**src/rtl/mux_scan_ctrl_pkg.sv**
```systemverilog
// Shared definitions for the mux scan controller: FSM state encoding and scan length.
package mux_scan_ctrl_pkg;

  typedef enum logic [2:0] {
    ST_IDLE   = 3'd0,
    ST_SET    = 3'd1,
    ST_WAIT   = 3'd2,
    ST_SAMPLE = 3'd3,
    ST_DONE   = 3'd4
  } scan_state_t;

  localparam logic [1:0] LAST_IDX = 2'd3;

endpackage

```
**src/rtl/mux_scan_ctrl_settle_cnt.sv**
```systemverilog
// Loadable down-counter that times the settle period of each scan step.
module scan_settle_cnt #(
  parameter int DIV_W = 8
) (
  input  logic             clk,
  input  logic             rst,
  input  logic             load,
  input  logic             dec,
  input  logic [DIV_W-1:0] val,
  output logic             zero
);

  logic [DIV_W-1:0] cnt_reg;

  // Decrement is gated on nonzero so the counter can never underflow.
  always_ff @(posedge clk) begin
    if (rst) begin
      cnt_reg <= '0;
    end else if (load) begin
      cnt_reg <= val;
    end else if (dec && (cnt_reg != '0)) begin
      cnt_reg <= cnt_reg - 1'b1;
    end
  end

  assign zero = (cnt_reg == '0);

endmodule

```
**src/rtl/mux_scan_ctrl.sv**
```systemverilog
// Steps a 4:1 mux select through 0..3, samples its output each step and
// reassembles the four samples into q; single-shot or continuous scans.
module mux_scan_ctrl
  import mux_scan_ctrl_pkg::*;
#(
  parameter int DIV_W = 8
) (
  input  logic             clk,
  input  logic             rst,
  input  logic             start,
  input  logic             cont,
  input  logic [DIV_W-1:0] div,
  input  logic             y,
  output logic [1:0]       s,
  output logic             busy,
  output logic             done,
  output logic [3:0]       q
);

  scan_state_t      state_reg;
  logic [1:0]       idx_reg;
  logic [1:0]       s_reg;
  logic [DIV_W-1:0] div_q_reg;
  logic [3:0]       shadow_reg;
  logic [3:0]       q_reg;
  logic             cnt_zero;
  logic             cnt_load;
  logic             cnt_dec;

  assign cnt_load = (state_reg == ST_SET);
  assign cnt_dec  = (state_reg == ST_WAIT) && !cnt_zero;

  scan_settle_cnt #(
    .DIV_W (DIV_W)
  ) u_settle (
    .clk  (clk),
    .rst  (rst),
    .load (cnt_load),
    .dec  (cnt_dec),
    .val  (div_q_reg),
    .zero (cnt_zero)
  );

  always_ff @(posedge clk) begin
    if (rst) begin
      state_reg  <= ST_IDLE;
      idx_reg    <= '0;
      s_reg      <= '0;
      div_q_reg  <= '0;
      shadow_reg <= '0;
      q_reg      <= '0;
    end else begin
      case (state_reg)
        ST_IDLE: begin
          s_reg <= '0;
          if (start) begin
            div_q_reg  <= div;
            idx_reg    <= '0;
            shadow_reg <= '0;
            state_reg  <= ST_SET;
          end
        end
        ST_SET: begin
          s_reg     <= idx_reg;
          state_reg <= ST_WAIT;
        end
        ST_WAIT: begin
          if (cnt_zero) state_reg <= ST_SAMPLE;
        end
        ST_SAMPLE: begin
          shadow_reg[idx_reg] <= y;
          if (idx_reg == LAST_IDX) begin
            q_reg     <= {y, shadow_reg[2:0]};
            state_reg <= ST_DONE;
          end else begin
            idx_reg   <= idx_reg + 2'd1;
            state_reg <= ST_SET;
          end
        end
        ST_DONE: begin
          // Continuous mode relatches div and rescans with no idle gap.
          if (cont) begin
            idx_reg    <= '0;
            shadow_reg <= '0;
            div_q_reg  <= div;
            state_reg  <= ST_SET;
          end else begin
            s_reg     <= '0;
            state_reg <= ST_IDLE;
          end
        end
        default: state_reg <= ST_IDLE;
      endcase
    end
  end

  assign s    = s_reg;
  assign q    = q_reg;
  assign busy = (state_reg != ST_IDLE);
  assign done = (state_reg == ST_DONE);

endmodule

```
**config.mk**
```make
export PLATFORM = sky130hd
export DESIGN_NAME = mux_scan_ctrl
export DESIGN_NICKNAME = d
export VERILOG_FILES = /design/src/rtl/mux_scan_ctrl_pkg.sv /design/src/rtl/mux_scan_ctrl_settle_cnt.sv /design/src/rtl/mux_scan_ctrl.sv
export SDC_FILE = /design/constraint.sdc
export NUM_CORES = 1
export LEC_CHECK = 0
export BUFFER_PORTS_ARGS = -buffer_cell sky130_fd_sc_hd__buf_2
export CAP_MARGIN = 10
export CORE_ASPECT_RATIO = 1.2
export CORE_MARGIN = 3
export CORE_UTILIZATION = 35
export CTS_BUF_LIST = sky130_fd_sc_hd__clkbuf_4 sky130_fd_sc_hd__clkbuf_8
export DETAILED_ROUTE_END_ITERATION = 16
export PLACE_DENSITY_LB_ADDON = 0.08
export SYNTH_ARGS = -nofsm -noshare
export SYNTH_HDL_FRONTEND = slang
export SYNTH_SLANG_ARGS = --single-unit
```
**constraint.sdc**
```tcl
create_clock -name clk -period 2.2 [get_ports clk]
set_input_delay 0.22 -clock clk [delete_from_list [all_inputs] [get_ports clk]]
set_output_delay 0.22 -clock clk [all_outputs]
set_load 0.01 [all_outputs]
```
==> flow_metrics.tcl <==
set metrics [dict create \
    drtAntennaViolNets 0 \
    crit_fanout 7 \
    overflow 0 \
    cts-root-buf "clkbuf_8" \
    cts_tree "yes" \
    clockBufferDepth 2 \
    worstSetupEndpointType "flop" \
    fp.coreArea_um2 3784 \
    rsz0062_at_grt "false" \
    cts_max_level 2 \
    viasPerCell 5.284 \
    crit_path_cell_trace "inv_1 > ha_1 > or3b_2 > o21a_4 > and2_0 > a211oi_1" \
    die_x_um 64.46 \
    antennaDiodeCount 0 \
    track_usage_pct 14.76 \
    min_path_type "in -> reg" \
    wl_per_cell_um 14.02 \
    clk_pin_slew_ns 0.06 \
    drv_slew 0 \
    synth_area_um2 1435 \
    num_vias 1226 \
    worst_slew_pin_slew_ns 0.6190 \
    arrival_ns 1.99 \
    cts.sinks 30 \
    postCtsSetupRepairBufs 0 \
    status "complete, no violations" \
    r2r_end "u_settle.cnt_reg[2]" \
    cap_violations 0 \
    cts_hold_buf 0 \
    mostFrequentLayoutCell "dfxtp_1" \
    skew_ns 0.003910 \
    start_kind "flop" \
    synth_top_area_share_pct 41.85 \
    dieArea_um2 4908 \
    synth.net_count 179 \
    ff2ff_path_depth 6 \
    nets 198 \
    drt_iter0_drc 30 \
    yosys_warnings 0 \
    critical-path-slowest-cell "or3b_2" \
    fin_crit_ns 1.799 \
    cp.required_ns 2.39 \
    rr_startpoint "u_settle.cnt_reg[0]" \
    layout_common_cells "30 x dfxtp_1, 20 x buf_2, 14 x nor2_1, 14 x nand2_1, 12 x mux2i_1" \
    drt_pass1_iterations 4 \
    ys_seq_area_share_pct 41.85 \
    start_util_pct 37.93 \
    finalHoldViolCount 0 \
    hpwl_um 2369 \
    totalNegativeSetupSlack_ns 0 \
    num_rows 24 \
    clock_latency_ns 0.28 \
    post-route-period-util_pct 81.79 \
    max_freq_mhz 555.8 \
    cpPeakStageDelay_ns 0.48 \
    ys_ff_latch 30 \
    gp_congestion 0.7695 \
    area_delta_synth_final_pct 16.56 \
    grt_first_pass_wirelength_um 5685 \
    drt-total-wl_um 3252 \
    slew_headroom_pct 58.55 \
    die_h_um 76.15 \
    yosysTopAreaCell "dfxtp_1" \
    ys_types 37 \
    portBuffers 20 \
    cts_resized 0 \
    ioPinCount 21 \
    synthCells 160 \
    grt_pass1_vias 1241 \
    synth_area_leaders "dfxtp_1 42%, mux2i_1 8.4%, ha_1 5.2%, a21oi_1 3.8%, nand2_1 3.7%" \
    ir_worst_vdd_mv 0.4160 \
    place_ws_ns 0.4457 \
    syn_area_per_cell_um2 8.970 \
    rrSetupSlack_ns 0.40 \
    setup_viol 0 \
    drive_gt1_share_pct 23.33 \
    power.density_nw_per_um2 909.2 \
    cts_made_buffers 5 \
    antenna_found_initial 0 \
    grt_max_degree 26 \
    drc 0 \
    critPathLaunch "u_settle.cnt_reg[0]" \
    endpoint "u_settle.cnt_reg[2]" \
    p_leak_nw 0.6765 \
    setup_ws_ns 0.4007 \
    path_class "reg -> reg" \
]
## metrics by stage
stage,hold WS (ns),utilization (%),std cells,instance area (um2),power (W)
after detailed placement,0.4478,41.70,224,1578,0.001071
after global routing,0.1876,44.21,232,1673,0.001627
after global placement,0.4426,41.70,224,1578,0.001070
after floorplan,0.3669,-,160,1435,0.0009749
final,0.1727,44.21,232,1673,0.001521
after CTS,0.1710,44.21,232,1673,0.001543
## cells in the mapped netlist
master    number
inv_1          6
nor4b_1        1
or4_4          1
nand3_1        6
or2_2          1
and3b_1        1
o311ai_0       2
o211ai_1       4
or3b_2         3
ha_1           6
nor2_1        14
and4b_1        1
a32oi_1        1
or3_1          2
nand2b_1       2
dfxtp_1       30
xnor2_1        2
buf_2          4
or4_1          1
a31oi_1        3
o21ai_1        1
and2_1         1
nor3b_2        2
nor3_1         6
o21ai_0        4
nand2_1       14
a21oi_1       11
a31o_2         3
nand4b_1       1
a211oi_1       2
nand4_1        1
a211o_1        1
o21a_4         1
a22oi_1        2
mux2i_1       12
and2_0         1
clkbuf_1       6
## worst min-delay path by stage
stage	startpoint	to	slack, ns	depth (start not counted)
after floorplan	div[0]	div_q_reg[0]	0.37	2
after global placement	q[3]	q[3]	0.44	2
after detailed placement	q[3]	q[3]	0.45	2
after CTS	div[2]	div_q_reg[2]	0.17	3
after global routing	div[4]	div_q_reg[4]	0.19	3
final	div[2]	div_q_reg[2]	0.17	3
## logic make-up (layout without fill, tap and decap cells)
logic type      after synthesis  in the layout  synth area share (%)
compound gates               35             35                 16.39
fa+ha+maj                     6              6                 5.231
mux                          12             12                 8.370
flops                        30             30                 41.85
xor+xnor                      2              2                 1.221
simple gates                 59             59                 22.41
buf+inv                      16             36                 4.533
## worst max-delay path, delay by kind of cell, from the launching register on
family	cells	cell delay (ns)
AOI/OAI and AO/OA	2	0.48
adders and majority gates	1	0.17
buffers and inverters	1	0.10
DFF	1	0.33
and+or+nand+nor	2	0.63
## where the power goes
| group | total, W | switching (W) | internal (W) | leakage [nW] |
|---|---|---|---|---|
| Sequential | 0.000656 | 0.0000588 | 0.000597 | 0.244 |
| Clock | 0.000463 | 0.000199 | 0.000264 | 0.0517 |
| Combinational | 0.000402 | 0.000218 | 0.000184 | 0.381 |
## layout make-up
cell class	instances	area, um2
clock inverter	1	5.005
timing repair buffer	22	115.1
inverter	6	22.52
multi-input combinational	114	774.5
sequential	30	600.6
tap	52	65.06
fill	408	2111
clock buffer	7	90.09
## layer usage
| layer | GRT usage, % | vias up | wire length, um |
|---|---|---|---|
| met5 | 0 | - | 0 |
| li1 | - | 613 | - |
| met1 | 15.55 | 587 | 1352 |
| met4 | 6.342 | 0 | 87 |
| met3 | 4.720 | 7 | 112 |
| met2 | 26.34 | 19 | 1700 |
(Power assumes the default switching activity.)
